==> config.mk <==
export PLATFORM = sky130hd
export DESIGN_NAME = iprf_wr_arb_flat
export DESIGN_NICKNAME = d
export VERILOG_FILES = /design/src/rtl/iprf_wr_arb_pkg.sv /design/src/rtl/iprf_wr_arb_if.sv /design/src/rtl/iprf_wr_arb_wr_skid_fifo.sv /design/src/rtl/iprf_wr_arb.sv /design/src/flat_wrapper.sv
export SDC_FILE = /design/constraint.sdc
export NUM_CORES = 1
export LEC_CHECK = 0
export CAP_MARGIN = 25
export CORE_MARGIN = 5
export CORE_UTILIZATION = 48
export CTS_CLUSTER_DIAMETER = 120
export CTS_CLUSTER_SIZE = 10
export DETAILED_ROUTE_END_ITERATION = 7
export HOLD_SLACK_MARGIN = 0.05
export PLACE_DENSITY = 0.72
export SKIP_CTS_REPAIR_TIMING = 1
export SLEW_MARGIN = 10
export SYNTH_ARGS = -nofsm -noshare
export SYNTH_HDL_FRONTEND = slang
export SYNTH_HIERARCHICAL = 1
export SYNTH_SLANG_ARGS = --single-unit
export TNS_END_PERCENT = 10
==> constraint.sdc <==
create_clock -name clk -period 10.2 [get_ports clk]
set_clock_uncertainty 0.1 [all_clocks]
set_input_delay 2.55 -clock clk [delete_from_list [all_inputs] [get_ports clk]]
set_output_delay 2.55 -clock clk [all_outputs]
set_load 0.05 [all_outputs]
==> src/rtl/iprf_wr_arb_pkg.sv <==
// Shared types and defaults for the integer PRF write-port arbiter.
// Optional statistics are enabled with the IPRF_WR_ARB_STATS_EN macro.
package iprf_wr_arb_pkg;

   localparam int unsigned PRF_TAG_W = 7;
   localparam int unsigned XLEN      = 32;
   localparam int unsigned ROB_ID_W  = 7;

   typedef struct packed {
      logic [PRF_TAG_W-1:0] prd;
      logic [XLEN-1:0]      data;
   } t_prf_wr_pkt;

   typedef struct packed {
      logic                valid;
      logic [ROB_ID_W-1:0] rob_id;
   } t_nuke_pkt;

   typedef enum logic {SRC_EX, SRC_MM} t_wr_arb_src;
   typedef enum logic {PRI_MM, PRI_EX} t_wr_arb_state;

   localparam int unsigned IPRF_WR_SKID_DEPTH   = 2;
   localparam int unsigned IPRF_WR_STARVE_LIMIT = 4;

   // Saturating 32-bit add for event counters
   function automatic logic [31:0] sat_add32(input logic [31:0] a, input logic [31:0] b);
      logic [32:0] sum;
      sum = {1'b0, a} + {1'b0, b};
      return sum[32] ? '1 : sum[31:0];
   endfunction

endpackage

==> src/rtl/iprf_wr_arb_if.sv <==
// Bundle of the exe/mem completion streams, ROB nuke and PRF write port.
// Statistics outputs exist only when IPRF_WR_ARB_STATS_EN is defined.
interface iprf_wr_arb_if;
   import iprf_wr_arb_pkg::*;

   logic        ex_valid_ex1;
   t_prf_wr_pkt ex_pkt_ex1;
   logic        ex_ready_ex1;
   logic        mm_valid_mm5;
   t_prf_wr_pkt mm_pkt_mm5;
   logic        mm_ready_mm5;
   t_nuke_pkt   nuke_rb1;
   logic        iprf_wr_valid_ro0;
   t_prf_wr_pkt iprf_wr_pkt_ro0;
`ifdef IPRF_WR_ARB_STATS_EN
   logic [31:0] stat_ex_grants;
   logic [31:0] stat_mm_grants;
   logic [31:0] stat_conflicts;
   logic [31:0] stat_starve;
   logic [31:0] stat_nuke_drops;
`endif

   modport master (
      output ex_valid_ex1, ex_pkt_ex1, mm_valid_mm5, mm_pkt_mm5, nuke_rb1,
      input  ex_ready_ex1, mm_ready_mm5, iprf_wr_valid_ro0, iprf_wr_pkt_ro0
`ifdef IPRF_WR_ARB_STATS_EN
      , input stat_ex_grants, stat_mm_grants, stat_conflicts, stat_starve, stat_nuke_drops
`endif
   );

   modport slave (
      input  ex_valid_ex1, ex_pkt_ex1, mm_valid_mm5, mm_pkt_mm5, nuke_rb1,
      output ex_ready_ex1, mm_ready_mm5, iprf_wr_valid_ro0, iprf_wr_pkt_ro0
`ifdef IPRF_WR_ARB_STATS_EN
      , output stat_ex_grants, stat_mm_grants, stat_conflicts, stat_starve, stat_nuke_drops
`endif
   );

endinterface

==> src/rtl/iprf_wr_arb_wr_skid_fifo.sv <==
// Small circular skid FIFO with push/pop/flush; head is the oldest entry.
module wr_skid_fifo #(
   parameter int unsigned DEPTH = 2,
   parameter type         PKT_T = logic [7:0]
) (
   input  logic                   clk,
   input  logic                   reset,
   input  logic                   flush,
   input  logic                   push,
   input  PKT_T                   push_pkt,
   input  logic                   pop,
   output PKT_T                   head,
   output logic [$clog2(DEPTH):0] count,
   output logic                   empty,
   output logic                   full
);

   localparam int unsigned PTR_W = $clog2(DEPTH);

   PKT_T             mem_q [DEPTH];
   logic [PTR_W-1:0] rd_ptr_q, wr_ptr_q;
   logic [PTR_W:0]   count_q;

   // Pointer and occupancy tracking; pointers wrap naturally (DEPTH is a power of 2)
   always_ff @(posedge clk) begin
      if (reset || flush) begin
         rd_ptr_q <= '0;
         wr_ptr_q <= '0;
         count_q  <= '0;
      end else begin
         if (push) wr_ptr_q <= wr_ptr_q + PTR_W'(1);
         if (pop)  rd_ptr_q <= rd_ptr_q + PTR_W'(1);
         case ({push, pop})
            2'b10:   count_q <= count_q + (PTR_W+1)'(1);
            2'b01:   count_q <= count_q - (PTR_W+1)'(1);
            default: count_q <= count_q;
         endcase
      end
   end

   // Storage needs no reset: entries are only read when counted as valid
   always_ff @(posedge clk) begin
      if (push) mem_q[wr_ptr_q] <= push_pkt;
   end

   assign head  = mem_q[rd_ptr_q];
   assign count = count_q;
   assign empty = (count_q == '0);
   assign full  = (count_q == (PTR_W+1)'(DEPTH));

endmodule

==> src/rtl/iprf_wr_arb.sv <==
// Integer PRF write-port arbiter: mem has fixed priority, exe gets a forced
// win after repeated losses. Stats counters under IPRF_WR_ARB_STATS_EN.
module iprf_wr_arb
   import iprf_wr_arb_pkg::*;
#(
   parameter int unsigned SKID_DEPTH   = IPRF_WR_SKID_DEPTH,
   parameter int unsigned STARVE_LIMIT = IPRF_WR_STARVE_LIMIT
) (
   input logic          clk,
   input logic          reset,
   iprf_wr_arb_if.slave bus
);

   localparam int unsigned CNT_W    = $clog2(SKID_DEPTH) + 1;
   localparam int unsigned STARVE_W = $clog2(STARVE_LIMIT) + 1;
   localparam logic [STARVE_W-1:0] STARVE_MAX  = STARVE_W'(STARVE_LIMIT - 1);
   // A loss at this count brings the counter to STARVE_MAX and flips priority
   localparam logic [STARVE_W-1:0] STARVE_TRIG = STARVE_W'(STARVE_LIMIT - 2);

   logic             nuke;
   t_prf_wr_pkt      ex_head, mm_head, ex_cand_pkt, mm_cand_pkt;
   logic [CNT_W-1:0] ex_count, mm_count;
   logic             ex_empty, ex_full, mm_empty, mm_full;
   logic             ex_push_req, mm_push_req, ex_push, mm_push, ex_pop, mm_pop;
   logic             ex_cand, mm_cand, grant_valid, grant_ex, grant_mm, ex_lose;
   t_wr_arb_src      grant_src;
   t_wr_arb_state    state_q, state_d;
   logic [STARVE_W-1:0] starve_cnt_q, starve_cnt_d;
   logic             wr_valid_q;
   t_prf_wr_pkt      wr_pkt_q;
   logic             unused_sigs;

   assign nuke = bus.nuke_rb1.valid;

   assign bus.ex_ready_ex1 = !ex_full;
   assign bus.mm_ready_mm5 = !mm_full;

   // Inputs arriving during a nuke, or while not ready, are dropped
   assign ex_push_req = bus.ex_valid_ex1 & !ex_full & !nuke;
   assign mm_push_req = bus.mm_valid_mm5 & !mm_full & !nuke;

   // FIFO head if present, else same-cycle bypass of the incoming packet
   assign ex_cand     = !ex_empty | ex_push_req;
   assign mm_cand     = !mm_empty | mm_push_req;
   assign ex_cand_pkt = ex_empty ? bus.ex_pkt_ex1 : ex_head;
   assign mm_cand_pkt = mm_empty ? bus.mm_pkt_mm5 : mm_head;

   assign grant_ex = grant_valid & (grant_src == SRC_EX);
   assign grant_mm = grant_valid & (grant_src == SRC_MM);
   assign ex_lose  = ex_cand & !grant_ex;

   // A winning bypass candidate skips the FIFO entirely
   assign ex_pop  = grant_ex & !ex_empty;
   assign mm_pop  = grant_mm & !mm_empty;
   assign ex_push = ex_push_req & !(grant_ex & ex_empty);
   assign mm_push = mm_push_req & !(grant_mm & mm_empty);

   wr_skid_fifo #(.DEPTH(SKID_DEPTH), .PKT_T(t_prf_wr_pkt)) u_ex_fifo (
      .clk      (clk),
      .reset    (reset),
      .flush    (nuke),
      .push     (ex_push),
      .push_pkt (bus.ex_pkt_ex1),
      .pop      (ex_pop),
      .head     (ex_head),
      .count    (ex_count),
      .empty    (ex_empty),
      .full     (ex_full)
   );

   wr_skid_fifo #(.DEPTH(SKID_DEPTH), .PKT_T(t_prf_wr_pkt)) u_mm_fifo (
      .clk      (clk),
      .reset    (reset),
      .flush    (nuke),
      .push     (mm_push),
      .push_pkt (bus.mm_pkt_mm5),
      .pop      (mm_pop),
      .head     (mm_head),
      .count    (mm_count),
      .empty    (mm_empty),
      .full     (mm_full)
   );

   // Priority state and starvation counter register
   always_ff @(posedge clk) begin
      if (reset) begin
         state_q      <= PRI_MM;
         starve_cnt_q <= '0;
      end else begin
         state_q      <= state_d;
         starve_cnt_q <= starve_cnt_d;
      end
   end

   // Next priority state from the current grant outcome
   always_comb begin
      state_d      = state_q;
      starve_cnt_d = starve_cnt_q;
      if (nuke) begin
         state_d      = PRI_MM;
         starve_cnt_d = '0;
      end else begin
         unique case (state_q)
            PRI_MM: begin
               if (ex_lose) begin
                  if (starve_cnt_q != STARVE_MAX) starve_cnt_d = starve_cnt_q + STARVE_W'(1);
                  if (starve_cnt_q == STARVE_TRIG) state_d = PRI_EX;
               end else begin
                  starve_cnt_d = '0;
               end
            end
            PRI_EX: begin
               if (grant_ex || !ex_cand) begin
                  state_d      = PRI_MM;
                  starve_cnt_d = '0;
               end
            end
         endcase
      end
   end

   // Grant selection: one winner per cycle, none during a nuke
   always_comb begin
      grant_valid = 1'b0;
      grant_src   = SRC_MM;
      if (!nuke) begin
         if (ex_cand && mm_cand) begin
            grant_valid = 1'b1;
            grant_src   = (state_q == PRI_EX) ? SRC_EX : SRC_MM;
         end else if (ex_cand) begin
            grant_valid = 1'b1;
            grant_src   = SRC_EX;
         end else if (mm_cand) begin
            grant_valid = 1'b1;
            grant_src   = SRC_MM;
         end
      end
   end

   // Registered PRF write; packet holds its last value on idle cycles
   always_ff @(posedge clk) begin
      if (reset) begin
         wr_valid_q <= 1'b0;
         wr_pkt_q   <= '0;
      end else begin
         wr_valid_q <= grant_valid;
         if (grant_valid) wr_pkt_q <= grant_ex ? ex_cand_pkt : mm_cand_pkt;
      end
   end

   assign bus.iprf_wr_valid_ro0 = wr_valid_q;
   assign bus.iprf_wr_pkt_ro0   = wr_pkt_q;

`ifdef SIMULATION
   // Valid while not ready violates the handshake; the packet is dropped
   always_ff @(posedge clk) begin
      if (!reset && bus.ex_valid_ex1 && ex_full) $error("iprf_wr_arb: ex push while full");
      if (!reset && bus.mm_valid_mm5 && mm_full) $error("iprf_wr_arb: mm push while full");
   end
`endif

`ifdef IPRF_WR_ARB_STATS_EN
   logic [31:0] stat_ex_q, stat_mm_q, stat_conf_q, stat_starve_q, stat_nuke_q;

   // Saturating event counters
   always_ff @(posedge clk) begin
      if (reset) begin
         stat_ex_q     <= '0;
         stat_mm_q     <= '0;
         stat_conf_q   <= '0;
         stat_starve_q <= '0;
         stat_nuke_q   <= '0;
      end else begin
         if (grant_ex) stat_ex_q <= sat_add32(stat_ex_q, 32'd1);
         if (grant_mm) stat_mm_q <= sat_add32(stat_mm_q, 32'd1);
         if (!nuke && ex_cand && mm_cand) stat_conf_q <= sat_add32(stat_conf_q, 32'd1);
         if (state_q == PRI_MM && state_d == PRI_EX) begin
            stat_starve_q <= sat_add32(stat_starve_q, 32'd1);
         end
         if (nuke) stat_nuke_q <= sat_add32(stat_nuke_q, 32'(ex_count) + 32'(mm_count));
      end
   end

   assign bus.stat_ex_grants  = stat_ex_q;
   assign bus.stat_mm_grants  = stat_mm_q;
   assign bus.stat_conflicts  = stat_conf_q;
   assign bus.stat_starve     = stat_starve_q;
   assign bus.stat_nuke_drops = stat_nuke_q;
`endif

   assign unused_sigs = ^{bus.nuke_rb1.rob_id, ex_count, mm_count};

endmodule

==> src/flat_wrapper.sv <==
// flat-port wrapper written by rule: the top's interface ports become plain ports
module iprf_wr_arb_flat import iprf_wr_arb_pkg::*;
#(
   parameter int unsigned SKID_DEPTH   = IPRF_WR_SKID_DEPTH,
   parameter int unsigned STARVE_LIMIT = IPRF_WR_STARVE_LIMIT
)
  (clk, reset, bus_ex_valid_ex1, bus_ex_pkt_ex1, bus_mm_valid_mm5, bus_mm_pkt_mm5, bus_nuke_rb1, bus_ex_ready_ex1, bus_mm_ready_mm5, bus_iprf_wr_valid_ro0, bus_iprf_wr_pkt_ro0);
  iprf_wr_arb_if bus_i ();
  input logic clk;
  input logic reset;
  input wire logic [$bits(bus_i.ex_valid_ex1)-1:0] bus_ex_valid_ex1;
  input wire logic [$bits(bus_i.ex_pkt_ex1)-1:0] bus_ex_pkt_ex1;
  input wire logic [$bits(bus_i.mm_valid_mm5)-1:0] bus_mm_valid_mm5;
  input wire logic [$bits(bus_i.mm_pkt_mm5)-1:0] bus_mm_pkt_mm5;
  input wire logic [$bits(bus_i.nuke_rb1)-1:0] bus_nuke_rb1;
  output wire logic [$bits(bus_i.ex_ready_ex1)-1:0] bus_ex_ready_ex1;
  output wire logic [$bits(bus_i.mm_ready_mm5)-1:0] bus_mm_ready_mm5;
  output wire logic [$bits(bus_i.iprf_wr_valid_ro0)-1:0] bus_iprf_wr_valid_ro0;
  output wire logic [$bits(bus_i.iprf_wr_pkt_ro0)-1:0] bus_iprf_wr_pkt_ro0;
  assign bus_i.ex_valid_ex1 = bus_ex_valid_ex1;
  assign bus_i.ex_pkt_ex1 = bus_ex_pkt_ex1;
  assign bus_i.mm_valid_mm5 = bus_mm_valid_mm5;
  assign bus_i.mm_pkt_mm5 = bus_mm_pkt_mm5;
  assign bus_i.nuke_rb1 = bus_nuke_rb1;
  assign bus_ex_ready_ex1 = bus_i.ex_ready_ex1;
  assign bus_mm_ready_mm5 = bus_i.mm_ready_mm5;
  assign bus_iprf_wr_valid_ro0 = bus_i.iprf_wr_valid_ro0;
  assign bus_iprf_wr_pkt_ro0 = bus_i.iprf_wr_pkt_ro0;
  iprf_wr_arb #(.SKID_DEPTH(SKID_DEPTH), .STARVE_LIMIT(STARVE_LIMIT)) u_core (.clk(clk), .reset(reset), .bus(bus_i));
endmodule
== Word level (Yosys, flattened, before mapping) ==
Memory sizes are Yosys's and may differ from the RTL's. A register that Yosys moved wholly into a read port is not among the register bits.
Cells that the tools add are included.

* Flip-flop bits (word level): 52
* Latch bits: 0
* RAM bits: 156
* Bits in read-only memories: 0
* Bits of input ports: 90
* Memories: 2

* Add/subtract/negate cells: 9
* Multiply operators: 0
* Div/mod/pow operators: 0
* Magnitude comparators: 0
* Equal/unequal tests: 10
* Shift-type cells: 0
* Mux-type cells: 29
* Bitwise operators: 17
* Reduce and logical (&&, ||, !) cells: 18

{| class="wikitable"
|+ Memory list
! name !! words !! bits a word !! read ports !! clocked after Yosys merged registers in !! write ports !! line !! RTL
|-
| u_core.u_ex_fifo.mem_q || 2 || 39 || 1 || 1 || 1 || iprf_wr_arb_wr_skid_fifo.sv:20 || <nowiki>PKT_T mem_q [DEPTH];</nowiki>
|-
| u_core.u_mm_fifo.mem_q || 2 || 39 || 1 || 1 || 1 || iprf_wr_arb_wr_skid_fifo.sv:20 ||
|}

{| class="wikitable"
|+ Operator list
! operator !! count
|-
| $mux 39 || 3
|-
| $mux 1 || 19
|-
| $and 1x1->1 || 13
|-
| $logic_not 1->1 || 9
|-
| $mux 3 || 3
|-
| $eq 2x2->1 const B || 4
|-
| $pmux 2 s2 || 2
|-
| $pmux 3 s2 || 1
|-
| $add 1x1->1 const B || 4
|-
| $add 2x1->2 const B || 2
|-
| $eq 2x1->1 const B || 2
|-
| $logic_not 2->1 || 2
|-
| $reduce_bool 2->1 || 2
|-
| $sub 2x1->2 const B || 2
|-
| $add 3x1->3 const B || 1
|-
| $eq 3x2->1 const B || 1
|-
| $ne 3x2->1 const B || 1
|-
| $ne 3x3->1 const B || 1
|-
| $logic_or 1x1->1 || 2
|-
| $ne 2x2->1 const B || 1
|-
| $not 1->1 || 2
|-
| $or 1x1->1 || 2
|-
| $pmux 1 s2 || 1
|-
| $reduce_and 2->1 || 1
|-
| 2 further kinds || 2
|}

== Depth between registers and ports, before layout ==
* Depth after elaboration: 15
* Depth in mapped cells: 11

== Cells and area by module ==
The synthesis kept the hierarchy.

{| class="wikitable"
|+ By module, submodules not included
! module !! times used !! cells an instance !! area each (µm²) !! sequential area each (µm²)
|-
| wr_skid_fifo || 2 || 143 || 3014.1 || 2442.3
|-
| iprf_wr_arb || 1 || 313 || 2782.7 || 880.8
|}

== Least setup slack after synthesis ==
Ideal clock, no wire load.

* Path kind: in2reg
* Start: input port bus_nuke_rb1[7]
* End: memory u_core/u_ex_fifo/mem_q[0][0] (netlist bit) (enable)
* Library setup time: 435 ps
* Arrival: 5285 ps
* Data required time: 9665 ps
* Slack: 4380 ps
* Stages: 7
* Path buffers: 1
* Cell sequence: clkbuf_1 > or3b_1 > a21oi_1 > nor2_1 > nor3_1 > inv_1 > nor2_1

* Longest elaborated chain between the ends: 13

{| class="wikitable"
|+ RTL lines
! what !! line !! RTL
|-
| start, declared || flat_wrapper.sv:15 || <nowiki>input wire logic [$bits(bus_i.nuke_rb1)-1:0] bus_nuke_rb1;</nowiki>
|-
| $logic_not 1->1 || iprf_wr_arb.sv:39, iprf_wr_arb.sv:40 ||
|-
| $and 1x1->1, on equally long branches || iprf_wr_arb.sv:40, iprf_wr_arb.sv:39 ||
|-
| $or 1x1->1, on equally long branches || iprf_wr_arb.sv:44, iprf_wr_arb.sv:43 ||
|-
| $mux 1, or another cell as far along || iprf_wr_arb.sv:133 || <nowiki>end else if (mm_cand) begin</nowiki>
|-
| $mux 1, on equally long branches || iprf_wr_arb.sv:130, iprf_wr_arb.sv:127 ||
|-
| $mux 1, on equally long branches || iprf_wr_arb.sv:127, iprf_wr_arb.sv:126 ||
|-
| $mux 1 / $not 1->1 (equally long branches) || iprf_wr_arb.sv:126, iprf_wr_arb.sv:48 ||
|-
| $and 1x1->1 || iprf_wr_arb.sv:48 || <nowiki>assign grant_ex = grant_valid & (grant_src == SRC_EX);</nowiki>
|-
| $and 1x1->1 || iprf_wr_arb.sv:55 || <nowiki>assign ex_push = ex_push_req & !(grant_ex & ex_empty);</nowiki>
|-
| $logic_not 1->1 || iprf_wr_arb.sv:55 ||
|-
| $and 1x1->1 (*) || iprf_wr_arb.sv:55 ||
|-
| named net u_core.ex_push || iprf_wr_arb.sv:24 || <nowiki>logic ex_push_req, mm_push_req, ex_push, mm_push, ex_pop, mm_pop;</nowiki>
|-
| $mux 1 (*) || iprf_wr_arb_wr_skid_fifo.sv:43 || <nowiki>if (push) mem_q[wr_ptr_q] <= push_pkt;</nowiki>
|-
| $mux 1 (not written as such) (*) || iprf_wr_arb_wr_skid_fifo.sv:43 ||
|-
| end, declared || iprf_wr_arb_wr_skid_fifo.sv:20 ||
|}

The timed path passes the listed nets; every way through them passes the cells marked *.

== Final worst setup path ==
* Start: input port bus_nuke_rb1[7]
* End: memory u_core/u_mm_fifo/mem_q[0][13] (netlist bit) (enable)

* Longest elaborated chain between the ends: 13

{| class="wikitable"
|+ RTL lines
! what !! line !! RTL
|-
| $logic_not 1->1 || iprf_wr_arb.sv:39, iprf_wr_arb.sv:40 ||
|-
| $and 1x1->1 || iprf_wr_arb.sv:40 || <nowiki>assign mm_push_req = bus.mm_valid_mm5 & !mm_full & !nuke;</nowiki>
|-
| $or 1x1->1 || iprf_wr_arb.sv:44 || <nowiki>assign mm_cand = !mm_empty | mm_push_req;</nowiki>
|-
| $mux 1 || iprf_wr_arb.sv:133 ||
|-
| $mux 1 || iprf_wr_arb.sv:130 || <nowiki>end else if (ex_cand) begin</nowiki>
|-
| $mux 1 || iprf_wr_arb.sv:127 || <nowiki>if (ex_cand && mm_cand) begin</nowiki>
|-
| $mux 1 || iprf_wr_arb.sv:126 || <nowiki>if (!nuke) begin</nowiki>
|-
| $and 1x1->1 || iprf_wr_arb.sv:49 || <nowiki>assign grant_mm = grant_valid & (grant_src == SRC_MM);</nowiki>
|-
| $and 1x1->1 || iprf_wr_arb.sv:56 || <nowiki>assign mm_push = mm_push_req & !(grant_mm & mm_empty);</nowiki>
|-
| $logic_not 1->1 || iprf_wr_arb.sv:56 ||
|-
| $and 1x1->1 (*) || iprf_wr_arb.sv:56 ||
|-
| named net u_core.mm_push || iprf_wr_arb.sv:24 ||
|-
| $mux 1 (*) || iprf_wr_arb_wr_skid_fifo.sv:43 ||
|-
| $mux 1 (not written as such) (*) || iprf_wr_arb_wr_skid_fifo.sv:43 ||
|-
| end, declared || iprf_wr_arb_wr_skid_fifo.sv:20 ||
|}

Marked as above.

==> summary.md <==
| Metric | Value |
|---|---|
| Status | complete, no violations |
| Most frequent CP cell | buf_4 |
| WP buf/inv | 4 |
| Worst setup SP type | input port |
| Final Wtd Congestion | 0.7846 |
| Unrepaired setup endpoints after global routing | false |
| Clk pin slew, worst setup/hold paths | 50 ps |
| Crit path DAT | 5480 ps |
| Seq. cell area | 5768 um2 |
| Layout cell share with drive strength beyond 1 | 23.67% |
| Worst relative slew slack | 28.82% |
| Hold Crit Class | flop to flop |
| Die Y | 145.5 um |
| Starting DRC count in detailed routing | 432 |
| Crit path max fanout | 58 |
| CTS Root Cell | clkbuf_16 |
| # rows | 49 |
| Final HPWL DP | 12620 um |
| All-Layer GR Usage | 19.65% |
| Footprint of the multi-input gates | 2843 um2 |
| #FFs+latches synth | 210 |
| Largest stage delay, worst path | 690 ps |
| Clock sink count | 210 |
| Core ar. | 18020 um2 |
| GRT met2 Usage | 34.41% |
| Syn_nets | 694 |
| Maximum clock frequency | 184.4 MHz |
| Residual DRC count | 0 |
| Vias post-DR | 5672 |
| Most common cell after layout, fill and taps aside | edfxtp_1 |
| Number of global-route vias before repair | 6073 |
| CP required | 10260 ps |
| Drt first pass iters | 5 |
| Fin crit period | 5423 ps |
| CTS Buffer Depth | 3 |
| Port bufs | 124 |
| I/O pin total | 132 |
| Sequential share of the synthesized area | 65.44% |
| Synth top area cells | edfxtp_1 53%, mux2_2 15%, dfxtp_1 12%, o221ai_1 3.9%, a211oi_1 3.7% |
| Setup_tns | 0 ps |
| Die width | 145.5 um |
| Commonest non-fill, non-tap cells in the layout | 156 x edfxtp_1, 122 x clkdlybuf4s50_1, 117 x mux2_2, 52 x dfxtp_1, 45 x nor2_1 |
| Final wirelength | 21400 um |
| Peak supply drop | 0.1202 mV |
| Final ANT Viol Nets | 0 |
| Synthesized area | 8811 um2 |
| Final WS setup | 4777 ps |
| Setup violators final | 0 |
| Fill count | 1388 |
| Cells after Synth | 599 |
| Synthesis-to-layout area growth | 24.89% |
| Later-pin clock latency in the skew report | 500 ps |
| Final period util | 53.17% |
| Slew Limit Fails | 0 |
| Post-synth cell types | 34 |
| CP Cell Sequence | buf_2, buf_4, nor4b_1, a211o_2, a21oi_1, inv_1, nor2_4, buf_4 |
| Die area | 21170 um2 |
| Cell taking the most area after synthesis | edfxtp_1 |
| Worst setup EP type | flop |
| WL per Instance | 22.29 um |
| Number of H-tree levels | 1 |
| Pin count of the biggest net entering global routing | 59 |
| Cell leakage power | 3.595 nW |
| Pre-CTS WS | 4279 ps |
| Layout net count | 808 |
| CP top delay family | buffers and inverters |
| Worst slew pin tran | 1068 ps |
| CTS Buf Count | 24 |
| Grt total ovfl | 0 |
| WS Path Type | input port to flop |
| Grt met3 use | 3.675% |
| Initial Utilization | 48.88% |
| Yosys top cell area share | 53.17% |
| Cell Pwr Density | 176.9 nW/um2 |
| Initial antenna violation count | 0 |
| Count of max-cap constraint violations | 0 |
| CTS tree | yes |
| Met1 usage | 25.24% |
| Critical Path Slowest Stage Cell | a211o_2 |
| Synth warnings | 6 |
| Final Hold Fails | 0 |
| Global route hottest layer | met2 |
| Global-route wire length before repair | 33580 um |
| Antenna cells | 0 |
| Vias/cell | 5.908 |
| Syn Area/Cell | 14.71 um2 |
[power by group]
group | switching [mW] | internal (mW)
clock network | 0.313 | 0.456
registers | 0.0119 | 0.943
logic | 0.132 | 0.0906
total | 0.457 | 1.49
[stage by stage]
stage               instance area, um2  total power, mW  hold WS (ps)  util [%]  cells
finish                           11000            1.947         366.4     61.05    960
global route                     11000            2.016         390.1     61.05    960
CTS                              10940            1.962         369.8     60.68    957
detailed placement               10240            1.194         362.1     56.81    913
global placement                 10200            1.188         342.6     56.59    911
floorplan                         8811            1.099         332.5         -    599
[cells by family after synthesis]
logic type                 synth area share, %
adders and majority gates               0.7100
xor gates and xnor gates                0.8947
and+or+nand+nor                          4.090
buffers and inverters                    2.854
DFF                                      65.44
muxes                                    14.95
AOI/OAI and AO/OA                        11.06
[layout make-up]
cell class / count / area share [%]
clock buffers: 44 / 6.333
inverters: 7 / 0.2388
multi-input cells: 335 / 25.83
flip-flops and latches: 210 / 52.42
well taps: 229 / 2.604
repair buffers: 135 / 12.58
[sequential cells by signal, summed over array words and instances, names as in the netlist, named ones only]
signal / count
u_core/u_ex_fifo/count: 2
u_core/u_ex_fifo/rd_ptr_q: 1
u_core/u_mm_fifo/mem_q: 78
u_core/u_mm_fifo/rd_ptr_q: 1
u_core/bus.iprf_wr_pkt_ro0: 39
u_core/starve_cnt_q: 3
u_core/u_ex_fifo/mem_q: 78
u_core/u_ex_fifo/wr_ptr_q: 1
u_core/u_mm_fifo/count: 2
u_core/state_q: 1
u_core/u_mm_fifo/wr_ptr_q: 1
u_core/bus.iprf_wr_valid_ro0: 1
[worst reg2reg max path: stages (launching register included)]
cell	delay [ps]
dfxtp_1	370
nor2_4	100
buf_4	520
nor2_1	110
a211o_2	640
a21oi_1	400
inv_1	140
nor2_4	460
buf_4	460
[layer usage]
| layer | part of all wire [%] | wire, um | vias to the layer above |
|---|---|---|---|
| li1 | - | - | 2612 |
| met2 | 51 | 10880 | 186 |
| met1 | 42 | 9005 | 2851 |
| met4 | 1.3 | 286 | 0 |
| met5 | 0 | 0 | - |
| met3 | 5.7 | 1229 | 23 |
[worst paths after layout]
| path | end | slack (ps) | cells after the start | from |
|---|---|---|---|---|
| max | u_core/u_mm_fifo/mem_q[0][13] | 4780 | 8 | bus_nuke_rb1[7] |
| min | u_core/state_q | 370 | 1 | u_core/starve_cnt_q[2] |
| max reg2reg | u_core/u_mm_fifo/mem_q[0][13] | 6540 | 8 | u_core/u_mm_fifo/count[0] |
| min reg2reg | u_core/state_q | 370 | 1 | u_core/starve_cnt_q[2] |
[synthesized netlist by cell type (all sizes together)]
library cell  instances
clkbuf               22
xor2                  2
nor2                 49
and2b                 2
a31oi                39
a21o                  1
o21ai                 2
dfxtp                54
o221ai               39
inv                   7
a21oi                 3
edfxtp              156
or3b                  2
ha                    5
nor4b                 1
and2                  2
buf                  25
a211oi               43
a41oi                 1
nor3b                 3
nand2                 1
or4                   1
nand2b                2
mux2                117
a211o                 1
nor3                  9
or3                   2
xnor2                 7
a311oi                1
Note: power is estimated with default switching activity, not from simulation.
